$ cat src/rtl/sys_port_arbiter.sv
// Two-requester round-robin arbiter onto one cache port: IDLE grants, BUSY holds the access, RELEASE acks.
// Strobe one cycle after grant, ack one cycle after sys_ack; requests hold until ack, and a BUSY watchdog ends stalled accesses.
module sys_port_arbiter #(
    parameter int ADDR_WIDTH     = 16,
    parameter int WORD_WIDTH     = 32,
    parameter int TIMEOUT_CYCLES = 255,
    localparam int BVAL_WIDTH    = WORD_WIDTH / 8
) (
    input  logic                  cache_clk,
    input  logic                  rst,
    input  logic [ADDR_WIDTH-1:0] m0_addr,
    input  logic [WORD_WIDTH-1:0] m0_wdata,
    input  logic [BVAL_WIDTH-1:0] m0_bval,
    input  logic                  m0_rd,
    input  logic                  m0_wr,
    output logic [WORD_WIDTH-1:0] m0_rdata,
    output logic                  m0_ack,
    output logic                  m0_err,
    input  logic [ADDR_WIDTH-1:0] m1_addr,
    input  logic [WORD_WIDTH-1:0] m1_wdata,
    input  logic [BVAL_WIDTH-1:0] m1_bval,
    input  logic                  m1_rd,
    input  logic                  m1_wr,
    output logic [WORD_WIDTH-1:0] m1_rdata,
    output logic                  m1_ack,
    output logic                  m1_err,
    output logic [ADDR_WIDTH-1:0] sys_addr,
    output logic [WORD_WIDTH-1:0] sys_wdata,
    output logic [BVAL_WIDTH-1:0] sys_bval,
    output logic                  sys_rd,
    output logic                  sys_wr,
    input  logic [WORD_WIDTH-1:0] sys_rdata,
    input  logic                  sys_ack,
    output logic                  grant
);

    typedef enum logic [1:0] {IDLE, BUSY, RELEASE} state_t;

    localparam logic [7:0] TO_LAST = 8'(TIMEOUT_CYCLES - 1);

    state_t                state;
    logic [7:0]            cnt;
    logic                  last_grant;
    logic                  op_err;

    logic                  req0;
    logic                  req1;
    logic                  win;
    logic [ADDR_WIDTH-1:0] sel_addr;
    logic [WORD_WIDTH-1:0] sel_wdata;
    logic [BVAL_WIDTH-1:0] sel_bval;
    logic                  sel_rd;
    logic                  sel_wr;

    assign req0      = m0_rd | m0_wr;
    assign req1      = m1_rd | m1_wr;
    // A lone requester always wins; a tie goes to whoever did not win last time.
    assign win       = (req0 && req1) ? ~last_grant : req1;
    assign sel_addr  = win ? m1_addr  : m0_addr;
    assign sel_wdata = win ? m1_wdata : m0_wdata;
    assign sel_bval  = win ? m1_bval  : m0_bval;
    assign sel_rd    = win ? m1_rd    : m0_rd;
    assign sel_wr    = win ? m1_wr    : m0_wr;

    always_ff @(posedge cache_clk or negedge rst) begin
        if (!rst) begin
            state      <= IDLE;
            cnt        <= '0;
            last_grant <= 1'b1;
            op_err     <= 1'b0;
            grant      <= 1'b0;
            sys_addr   <= '0;
            sys_wdata  <= '0;
            sys_bval   <= '0;
            sys_rd     <= 1'b0;
            sys_wr     <= 1'b0;
            m0_rdata   <= '0;
            m0_ack     <= 1'b0;
            m0_err     <= 1'b0;
            m1_rdata   <= '0;
            m1_ack     <= 1'b0;
            m1_err     <= 1'b0;
        end else begin
            m0_ack <= 1'b0;
            m0_err <= 1'b0;
            m1_ack <= 1'b0;
            m1_err <= 1'b0;
            case (state)
                IDLE: begin
                    if (req0 || req1) begin
                        grant      <= win;
                        last_grant <= win;
                        sys_addr   <= sel_addr;
                        sys_wdata  <= sel_wdata;
                        sys_bval   <= sel_bval;
                        // rd+wr together is illegal: issue the write, flag the error on ack.
                        sys_wr     <= sel_wr;
                        sys_rd     <= sel_rd & ~sel_wr;
                        op_err     <= sel_rd & sel_wr;
                        cnt        <= '0;
                        state      <= BUSY;
                    end
                end
                BUSY: begin
                    if (sys_ack) begin
                        state  <= RELEASE;
                        sys_rd <= 1'b0;
                        sys_wr <= 1'b0;
                        if (grant == 1'b0) begin
                            m0_ack <= 1'b1;
                            m0_err <= op_err;
                            if (sys_rd) m0_rdata <= sys_rdata;
                        end else begin
                            m1_ack <= 1'b1;
                            m1_err <= op_err;
                            if (sys_rd) m1_rdata <= sys_rdata;
                        end
                    end else if (cnt == TO_LAST) begin
                        state  <= RELEASE;
                        cnt    <= cnt + 8'd1;
                        sys_rd <= 1'b0;
                        sys_wr <= 1'b0;
                        if (grant == 1'b0) begin
                            m0_ack   <= 1'b1;
                            m0_err   <= 1'b1;
                            m0_rdata <= '0;
                        end else begin
                            m1_ack   <= 1'b1;
                            m1_err   <= 1'b1;
                            m1_rdata <= '0;
                        end
                    end else begin
                        cnt <= cnt + 8'd1;
                    end
                end
                RELEASE: state <= IDLE;
                default: state <= IDLE;
            endcase
        end
    end

endmodule

$ cat config.mk
export PLATFORM = sky130hd
export DESIGN_NAME = sys_port_arbiter
export DESIGN_NICKNAME = d
export VERILOG_FILES = /design/src/rtl/sys_port_arbiter.sv
export SDC_FILE = /design/constraint.sdc
export NUM_CORES = 1
export LEC_CHECK = 0
export CAP_MARGIN = 15
export CELL_PAD_IN_SITES_DETAIL_PLACEMENT = 1
export CELL_PAD_IN_SITES_GLOBAL_PLACEMENT = 2
export CORE_MARGIN = 4
export CORE_UTILIZATION = 24
export CTS_CLUSTER_SIZE = 8
export DETAILED_ROUTE_END_ITERATION = 6
export PLACE_DENSITY_LB_ADDON = 0.1
export SYNTH_ARGS = -nofsm -noshare
export SYNTH_HDL_FRONTEND = slang
export SYNTH_SLANG_ARGS = --single-unit
$ cat constraint.sdc
create_clock -name cache_clk -period 2 [get_ports cache_clk]
set_input_delay 0.2 -clock cache_clk [delete_from_list [all_inputs] [get_ports cache_clk]]
set_output_delay 0.2 -clock cache_clk [all_outputs]
set_load 0.005 [all_outputs]
# [Word-level counts from Yosys, hierarchy flattened]
# Cells that the tools add are included.
[word_totals] output_inout_bits=123 ff_bits=135 in_bits=143
[classes] reduce_logical=11 eq_ne=6 n_mux=42 bitwise_logic=7 add_sub_neg=1
[op_table] cell="$mux 32" count=10
[op_table] cell="$mux 1" count=21
[op_table] cell="$mux 16" count=1
[op_table] cell="$mux 8" count=2
[op_table] cell="$pmux 8 s2" count=1
[op_table] cell="$add 8x1->8 const B" count=1
[op_table] cell="$eq 8x8->1 const B" count=1
[op_table] cell="$reduce_and 4->1" count=2
[op_table] cell="$mux 2" count=3
[op_table] cell="$ne 2x2->1 const B" count=3
[op_table] cell="$reduce_and 3->1" count=2
[op_table] cell="$mux 4" count=1
[op_table] cell="$pmux 1 s2" count=2
[op_table] cell="$pmux 2 s2" count=1
[op_table] cell="$reduce_and 2->1" count=2
[op_table] cell="$reduce_bool 2->1" count=2
[op_table] cell="$ne 3x3->1 const B" count=1
[op_table] cell="$not 1->1" count=3
[op_table] cell="$and 1x1->1" count=2
[op_table] cell="$eq 2x1->1 const B" count=1
[op_table] cell="$logic_not 2->1" count=1
[op_table] cell="$or 1x1->1" count=2
[op_table] cell="$logic_and 1x1->1" count=1
[op_table] cell="$logic_or 1x1->1" count=1

# [Logic depth before layout (Yosys ltp)]
# Gate-level depths: netlist of the first run.
[logic_depth] word_depth=8 ltp_mapped=7 mapped_depth_nobuf=7

# [Worst setup path before layout of the first run]
# No wires, ideal clock.
[synth_timing] path_kind="reg2reg" start="register cnt[0]" end="register m0_rdata[10]" setup_ns=0.122 path_stages_with_launch=8 arrival_time_ns=1.414 path_slack_ns=0.465 path_buffers=1 path_cell_list="dfrtp_1 > inv_1 > ha_1 > nand3_1 > nor3_1 > o21ai_1 > clkbuf_1 > a32o_1"
[synth_via] elab_chain_len=3
[synth_rtl] item="start: declaration" line_no="42" source="logic [7:0] cnt;"
[synth_rtl] item="start signal: assignment" line_no="120" source="cnt <= cnt + 8'd1;"
[synth_rtl] item="start signal: assignment" line_no="133" source="cnt <= cnt + 8'd1;"
[synth_rtl] item="$eq 8x8->1" line_no="118" source="end else if (cnt == TO_LAST) begin"
[synth_rtl] item="$reduce_bool 2->1 (no line)"
[synth_rtl] item="$reduce_and 4->1 (no line)"
[synth_rtl] item="end signal: assignment" line_no="112" source="if (sys_rd) m0_rdata <= sys_rdata;"
[synth_rtl] item="end: declaration" line_no="16" source="output logic [WORD_WIDTH-1:0] m0_rdata,"
# No other way between the ends.
# A chain may end at the register's enable or synchronous reset.

# [Worst setup path in the final report of the first run]
[layout_timing] start="register cnt[0]" end="register m1_rdata[16]"
[layout_via] elab_chain_len=3
[layout_rtl] item="$eq 8x8->1" line_no="118"
[layout_rtl] item="$reduce_bool 2->1 (no line)"
[layout_rtl] item="$reduce_and 4->1 (no line)"
[layout_rtl] item="end signal: assignment" line_no="116" source="if (sys_rd) m1_rdata <= sys_rdata;"
[layout_rtl] item="end: declaration" line_no="24" source="output logic [WORD_WIDTH-1:0] m1_rdata,"
# No other way between the ends.

==> run metrics, run 1 <==
Synth Warn #=0; # DRC=0; Clock Latency Late Sink=0.42 ns; Largest stage delay, worst path=0.40 ns; Layout area overhead=68.78%; Comb pwr share=45.7%; worst min-delay path category=input port to async pin; CP startpoint kind=register; die height=160.2 µm; top post-synthesis cells by count=dfrtp_1, a21oi_1, a32o_1, nor2_1, nand2_1; CP arrival=2.01 ns; Reg power frac=32.9%; top cell type's share of synthesized area=60.33%; crit share post-route=85.70%; Yosys reg bits=135; clock transition at the registers of the reported paths=0.06 ns; Design Area, Final=0.009380 mm²; Max Used Layer=met5; Sequential cell area=0.003379 mm²; clock root buffer=clkbuf_16; worst endpoint required time=2.30 ns; met2 wire len=10.44 mm; footprint of the multi-input gates=0.002018 mm²; CTS Buf Count=17; clk buf depth=2; Max FO, Critical Path=18; Cell Count, Final, Fillers Out=1096; Avg Cell Area, Syn=10.61 µm²; share of cells above drive strength 1=9.741%; DRT antenna net count=0; gp weighted congestion=0.7780; diode count=0; Psw=4.994 mW; Yosys top cell by area=dfrtp_1; met3 WL=2.066 mm; I/O Buffers=265; CP cell instances=inv_1 > ha_1 > nand3_1 > nor3_2 > o21ai_2 > buf_4 > a32o_1; count leader, synth=dfrtp_1; GRT Total Usage=16.61%; grt ovf=0; final net count=943; die width=160.2 µm; Placed Area=0.008777 mm²; Int Pwr=9.571 mW; top cells by area, synth=dfrtp_1, a32o_1, a21oi_1; RSZ-0062 raised after global routing=no; measured slew at the worst slew-check pin=0.5958 ns; Initial Util=24.47%; Post-synth ARST share=100.0%; slowest CP cell=dfrtp_1; Leak=3.852 nW; Avg WL per Cell=19.63 µm; # setup viols final=0; antenna violations before repair=2; Initial DRC Count=216; fmax=0.5835 GHz; type of the worst setup path=register to register; Pre-antenna DRT Iters=4; CP Capture Type=register; die area=0.02566 mm²; status=completed; # IOs=266; Avg Vias per Cell=4.809; post-synthesis cell area=0.005558 mm²; syn_nets=669; Pins Over Slew Limit=0; Sink Count=135; core region area=0.02271 mm²; Net Sw Frac=34.29%; power density over the cells=1553 mW/mm²; max-cap viol count=0; Syn Inst Count=524; Netlist cell types=33; Clock Skews=0.01594 ns; first-pass GRT wire length=33.79 mm; Main synth FF type=dfrtp_1; Std-Cell Rows=55; vias after detailed routing=5271; clock network fraction of total power=21.5%; H-tree depth=4; WL met1=8.701 mm; maximum vdd ir drop=0.0004951 V; final hold violations=0; clock tree from TritonCTS=built; hpwl dp=16.06 mm; largest net degree at the start of global routing=44; sequential cell area fraction in the yosys report=60.81%; fillers=2485; Post-synth EDFFs=0; min Tclk post-route=1.714 ns; Total Wirelength=21.51 mm; vias in the first global route=5972; Inst Count DP=1063; Slew headroom=60.13%
## final cells by class
| type | instances | share of cell area (%) |
|---|---|---|
| Clock buffer | 17 | 4.535 |
| Clock inverter | 15 | 1.734 |
| Inverter | 3 | 0.1200 |
| Multi-Input combinational cell | 340 | 21.52 |
| Sequential cell | 135 | 36.03 |
| Tap cell | 285 | 3.802 |
| Timing Repair Buffer | 301 | 32.27 |
## registers in the layout, summed over array words and instances, names as in the netlist, 2 cells and up
signal     cells
sys_addr      16
sys_wdata     32
m1_rdata      32
state          2
m0_rdata      32
cnt            8
sys_bval       4
## worst paths after layout
kind | start | end | slack (ns) | cells past startpoint
worst max-delay path | cnt[0]$_DFFE_PN0P_ | m1_rdata[16]$_DFFE_PN0P_ | 0.29 | 7
min in group cache_clk | m0_wdata[25] | sys_wdata[25]$_DFFE_PN0P_ | 0.31 | 3
max in group asynchronous | rst | last_grant$_DFFE_PN1P_ | 1.07 | 3
worst min-delay path | rst | cnt[5]$_DFFE_PN0P_ | 0.28 | 2
worst max register to register | cnt[0]$_DFFE_PN0P_ | m1_rdata[16]$_DFFE_PN0P_ | 0.29 | 7
worst min register to register | m0_rdata[20]$_DFFE_PN0P_ | m0_rdata[20]$_DFFE_PN0P_ | 0.49 | 1
## repair_timing
item	4_1_cts	5_1_grt
hold buffers	1	0
hold endpoints to repair	40	0
resized for setup	0	1
buffers inserted	0	0
endpoints found under the setup margin	0	1
## cell families (layout without fill, tap and decap cells)
group / Yosys count / count (layout) / share of synthesized area [%]
buffers and inverters: 49 / 336 / 3.670
DFF: 135 / 135 / 60.81
AOI/OAI and AO/OA: 188 / 188 / 23.14
adders and majority gates: 2 / 2 / 0.4502
xor gates and xnor gates: 5 / 5 / 0.7881
and+or+nand+nor: 145 / 145 / 11.14
## layout by cell type (no fill, tap or decap), drive strengths merged, types with 2 or more instances in the layout
| cell | netlist | final |
|---|---|---|
| clkbuf | 30 | 17 |
| a21oi | 106 | 106 |
| nand3 | 3 | 3 |
| a31oi | 2 | 2 |
| nand2 | 59 | 59 |
| nor2b | 3 | 3 |
| o22ai | 2 | 2 |
| xnor2 | 3 | 3 |
| o21ai | 9 | 9 |
| clkinvlp | 0 | 2 |
| clkdlybuf4s50 | 0 | 264 |
| inv | 3 | 12 |
| and2 | 3 | 3 |
| nor3b | 2 | 2 |
| nor3 | 3 | 3 |
| buf | 16 | 36 |
| nor2 | 63 | 63 |
| nand2b | 2 | 2 |
| nand4 | 2 | 2 |
| dfrtp | 134 | 134 |
| xor2 | 2 | 2 |
| ha | 2 | 2 |
| clkinv | 0 | 3 |
| a32o | 64 | 64 |
## critical path, delay by kind of cell, from the launching register on
family | cells | cell delay (ns)
DFF | 1 | 0.40
adders and majority gates | 1 | 0.16
and+or+nand+nor | 2 | 0.38
AOI/OAI and AO/OA | 2 | 0.34
buffers and inverters | 2 | 0.32
## layer usage
layer	GRT usage (%)	vias up
met2	27.92	183
met5	0	-
met3	7.690	20
met1	19.23	2622
li1	-	2442
met4	4.302	4
## metrics by stage
stage | worst slack, ns | power, mW | setup TNS [ns] | hold slack (ns) | utilization, %
floorplan | 0.4647 | 7.312 | 0 | -0.09559 | -
global placement | 0.06933 | 11.40 | 0 | 0.1560 | 38.65
detailed placement | -0.01470 | 11.63 | -0.03817 | 0.1594 | 38.65
CTS | 0.08836 | 14.84 | 0 | 0.2870 | 41.28
global route | 0.1742 | 15.62 | 0 | 0.3055 | 41.31
finish | 0.2861 | 14.56 | 0 | 0.2818 | 41.31
## power groups by stage
| stage | Combinational, mW | Sequential [mW] | Clock (mW) |
|---|---|---|---|
| 6_report | 6.65 | 4.78 | 3.13 |
| 5_1_grt | 7.30 | 4.98 | 3.34 |
| 4_1_cts | 6.79 | 4.82 | 3.23 |
| 3_5_place_dp | 6.77 | 4.86 | 0 |
| 3_3_place_gp | 6.61 | 4.79 | 0 |
| 2_1_floorplan | 2.47 | 4.84 | 0 |
Power figures use the tool's default switching activity.
==> inputs of run 2 (changes only) <==
Settings changed: RECOVER_POWER set to 25, SLEW_MARGIN set to 30.
==> run 2 against run 1 <==
  * Die area unchanged
  * Clock skew about the same
  * Register-to-register slack is essentially flat
  * Worst hold slack gained 0.033 ns
  * Fmax unchanged
  * Flip-flop and latch count did not move
  * Combinational power about the same
  * Clock-buffer cell count unchanged
  * Core utilization about the same
  * Sequential share of layout area about the same
  * Cell count stayed put
  * Critical endpoint unchanged
==> run metrics, run 2 (synthesized netlist as in run 1, its figures left out) <==
crit path from=cnt[0]$_DFFE_PN0P_; CP arrival=2.01 ns; final hold violations=0; vias in the first global route=5972; core region area=0.02271 mm²; reg-to-reg startpoint=cnt[0]$_DFFE_PN0P_; clock transition at the registers of the reported paths=0.07 ns; clock tree from TritonCTS=built; Layout area overhead=68.66%; CP startpoint kind=register; H-tree depth=4; min Tclk post-route=1.714 ns; Worst R2R End=m1_rdata[16]$_DFFE_PN0P_; first-pass GRT wire length=33.79 mm; CP cell instances=inv_1 > ha_1 > nand3_1 > nor3_2 > o21ai_2 > buf_4 > a32o_1; Clock Latency Late Sink=0.42 ns; Pre-antenna DRT Iters=4; CTS Buf Count=17; Slew headroom=22.35%; gp weighted congestion=0.7780; Avg Vias per Cell=4.809; crit share post-route=85.70%; grt ovf=0; status=completed; hpwl dp=16.06 mm; Avg WL per Cell=19.63 µm; Design Power=14.56 mW; # IOs=266; measured slew at the worst slew-check pin=1.165 ns; most frequent cells in the layout=clkdlybuf4s50_1, dfrtp_1, a21oi_1; die height=160.2 µm; worst reg2reg path depth=7; setup TNS=0 ns; Hold WS=0.3144 ns; maximum vdd ir drop=0.0004951 V; Initial Util=24.47%; CP Capture Type=register; worst endpoint required time=2.30 ns; fmax=0.5835 GHz; die area=0.02566 mm²; Setup crit end=m1_rdata[16]$_DFFE_PN0P_; # DRC=0; Largest stage delay, worst path=0.40 ns; final net count=943; r2r setup slk=0.29 ns; GRT Total Usage=16.61%; Total Wirelength=21.51 mm; Design Area, Final=0.009374 mm²; Clock Skews=0.01594 ns; die width=160.2 µm; # setup viols final=0; power density over the cells=1554 mW/mm²; share of cells above drive strength 1=9.741%; type of the worst setup path=register to register; slowest CP cell=dfrtp_1; clock root buffer=clkbuf_16; Std-Cell Rows=55; most common cell after layout, fill and taps aside=clkdlybuf4s50_1; Initial DRC Count=216; Placed Area=0.008777 mm²; worst min-delay path category=input port to register; RSZ-0062 raised after global routing=no; diode count=0; Sink Count=135; Pins Over Slew Limit=0; largest net degree at the start of global routing=44; antenna violations before repair=2; Max FO, Critical Path=18; vias after detailed routing=5271; DRT antenna net count=0; Leak=3.850 nW; max-cap viol count=0; Regs by FF count=m0_rdata x32, m1_rdata x32, sys_wdata x32; I/O Buffers=265; clk buf depth=2
==> run 2: layout make-up <==
type,instances,area (µm²)
Clock buffer,17,425.4
Multi-Input combinational cell,340,2018
Tap cell,285,356.6
Clock inverter,15,162.7
Sequential cell,135,3379
Inverter,3,11.26
Fill cell,2484,13340
Timing Repair Buffer,301,3020
==> run 2: how the worst min path moves through the flow <==
stage | cells past startpoint | endpoint | startpoint
floorplan | 0 | cnt[0]$_DFFE_PN0P_ | rst
global placement | 1 | cnt[7]$_DFFE_PN0P_ | rst
detailed placement | 1 | cnt[5]$_DFFE_PN0P_ | rst
CTS | 2 | m0_rdata[0]$_DFFE_PN0P_ | rst
global route | 3 | sys_wdata[27]$_DFFE_PN0P_ | m0_wdata[27]
finish | 3 | sys_wdata[25]$_DFFE_PN0P_ | m0_wdata[25]
==> run 2: through the flow <==
| step | util (%) | instances | setup slack [ns] |
|---|---|---|---|
| after detailed placement | 38.65 | 1063 | -0.01470 |
| after global routing | 41.28 | 1096 | 0.1742 |
| after global placement | 38.65 | 1063 | 0.06933 |
| after floorplan | - | 524 | 0.4647 |
| after CTS | 41.28 | 1096 | 0.08836 |
| final | 41.28 | 1096 | 0.2861 |
==> run 2: critical path, delay by kind of cell, from the launching register on <==
family	cells	cell delay [ns]
buffers and inverters	2	0.32
flip-flops	1	0.40
AO/OA/AOI/OAI	2	0.34
AND/OR/NAND/NOR	2	0.38
adder cells (fa/ha/maj)	1	0.16
==> run 2: where the power goes <==
part	leakage, nW	internal (mW)	switching (mW)
Sequential	1.65	4.03	0.751
Combinational	1.92	3.77	2.88
Clock	0.283	1.77	1.36
==> run 2: per-layer routing <==
layer  track usage, %  part of all wire [%]  wire [µm]  vias to the layer above
met4            4.302                   1.3        276                        4
met1            19.23                    40       8699                     2622
met3            7.690                   9.6       2066                       20
met5                0                  0.13         27                        -
li1                 -                     -          -                     2442
met2            27.92                    49      10440                      183
==> run 2: repair_timing <==
| item | in CTS | in global routing |
|---|---|---|
| resized for setup | 0 | 1 |
| hold buffers | 1 | 0 |
| endpoints found under the hold margin | 40 | 0 |
| endpoints found under the setup margin | 0 | 1 |
| setup buffers | 0 | 0 |
==> inputs of run 3 (changes only) <==
Settings changed: SETUP_SLACK_MARGIN set to 0.3.
==> run 3 against run 2 <==
  * Non-clock buffer count rose by 3
  * Total power rose by 0.43%
  * Clock skew barely moved
  * First-iteration DRC count fell by 13%
  * Worst setup slack improved by 0.098 ns
  * Die area did not move
  * Global-route usage barely moved
  * Fmax rose by 6.1%
  * Sequential share of layout area fell by 0.21 points
  * Largest cell class unchanged
==> run metrics, run 3 (synthesized netlist as in run 1, its figures left out) <==
Regs by FF count=m0_rdata x32, m1_rdata x32, sys_wdata x32; measured slew at the worst slew-check pin=1.163 ns; # DRC=0; Slew headroom=22.50%; I/O Buffers=265; GRT Total Usage=16.61%; type of the worst setup path=register to register; CP arrival=1.92 ns; hpwl dp=16.06 mm; Placed Area=0.008777 mm²; gp weighted congestion=0.7780; Total Wirelength=21.55 mm; most frequent cells in the layout=clkdlybuf4s50_1, dfrtp_1, a21oi_1; crit path from=cnt[0]$_DFFE_PN0P_; die width=160.2 µm; Pre-antenna DRT Iters=4; clk buf depth=2; maximum vdd ir drop=0.0004899 V; grt ovf=0; Leak=3.881 nW; reg-to-reg startpoint=cnt[0]$_DFFE_PN0P_; Sink Count=135; share of cells above drive strength 1=10.44%; Initial Util=24.47%; first-pass GRT wire length=33.78 mm; CP cell instances=inv_2 > ha_1 > nand3_2 > nor3_4 > o21ai_2 > buf_12 > a32o_1; Buf/Inv on CP=2; CP Capture Type=register; Initial DRC Count=189; # setup viols final=0; max-cap viol count=0; die area=0.02566 mm²; worst min-delay path category=input port to register; Pins Over Slew Limit=0; worst endpoint required time=2.30 ns; Clock Latency Late Sink=0.42 ns; Max FO, Critical Path=32; vias in the first global route=5974; diode count=0; die height=160.2 µm; top cell family by delay on the critical path=flip-flops; CTS Buf Count=17; Clock Skews=0.01568 ns; min Tclk post-route=1.616 ns; clock transition at the registers of the reported paths=0.07 ns; crit share post-route=80.80%; Largest stage delay, worst path=0.41 ns; # IOs=266; clock tree from TritonCTS=built; slowest CP cell=dfrtp_1; clock root buffer=clkbuf_16; Std-Cell Rows=55; final net count=946; fmax=0.6188 GHz; Avg Vias per Cell=4.793; antenna violations before repair=2; status=completed; most common cell after layout, fill and taps aside=clkdlybuf4s50_1; CP startpoint kind=register; Util after Layout=41.54%; DRT antenna net count=0; largest net degree at the start of global routing=44; Hold Startpoint=m0_wdata[25]; RSZ-0062 raised after global routing=no; H-tree depth=4; core region area=0.02271 mm²; Avg WL per Cell=19.61 µm; Design Area, Final=0.009433 mm²; Layout area overhead=69.72%; power density over the cells=1550 mW/mm²; vias after detailed routing=5267; final hold violations=0
-- run 3: cell types whose count changed in the layout (fill, tap and decap cells not counted), sizes merged --
cell  change
buf       +3
-- run 3: per-stage QoR --
stage / setup TNS (ns) / cells / setup WS [ns] / hold slack, ns / power, mW
5_1_grt: 0 / 1099 / 0.3059 / 0.3055 / 15.69
4_1_cts: 0 / 1096 / 0.2983 / 0.2870 / 14.84
2_1_floorplan: 0 / 524 / 0.4647 / -0.09559 / 7.312
3_5_place_dp: -0.03817 / 1063 / -0.01470 / 0.1594 / 11.63
3_3_place_gp: 0 / 1063 / 0.06933 / 0.1560 / 11.40
6_report: 0 / 1099 / 0.3840 / 0.3170 / 14.62
-- run 3: report_power, final --
part	total, mW	internal (mW)	switching [mW]	leakage, nW
combinational	6.71	3.82	2.90	1.95
sequential	4.79	4.04	0.754	1.64
clock	3.12	1.77	1.35	0.283
-- run 3: worst register-to-register path: cells and delay by family, from the launching register on --
kind                     cells  cell delay, ns
buffers and inverters        2            0.25
AND/OR/NAND/NOR              2            0.32
AO/OA/AOI/OAI                2            0.37
flip-flops                   1            0.41
adder cells (fa/ha/maj)      1            0.16
-- run 3: per-layer routing --
layer	global-route usage, %	share of wire, %
met1	19.24	40
met2	27.92	48
met3	7.690	9.8
met4	4.302	1.2
met5	0	0.13
-- run 3: layout make-up --
cell class              count  area, µm²
flip-flops and latches    135       3381
clock inverters            15      162.7
repair buffers            304       3067
well taps                 285      356.6
multi-input cells         340       2029
clock buffers              17      425.4
inverters                   3      11.26
fillers                  2487      13280
-- run 3: repair_timing --
item / in CTS / in global routing
pin swaps: 1 / 1
hold buffers: 1 / 0
setup endpoints to repair: 64 / 115
setup buffers: 0 / 3
hold endpoints to repair: 40 / 0
gates resized for setup: 4 / 5
cloned: 0 / 0
-- run 3: path summary, 6_finish.rpt --
path | to | slack [ns] | cells past startpoint
worst max-delay path | m0_rdata[18]$_DFFE_PN0P_ | 0.38 | 7
worst min-delay path | sys_wdata[25]$_DFFE_PN0P_ | 0.32 | 3
worst max register to register | m0_rdata[18]$_DFFE_PN0P_ | 0.38 | 7
worst min register to register | m0_rdata[0]$_DFFE_PN0P_ | 0.49 | 1
max in group asynchronous | m1_rdata[8]$_DFFE_PN0P_ | 0.55 | 3
min in group asynchronous | cnt[5]$_DFFE_PN0P_ | 0.56 | 2
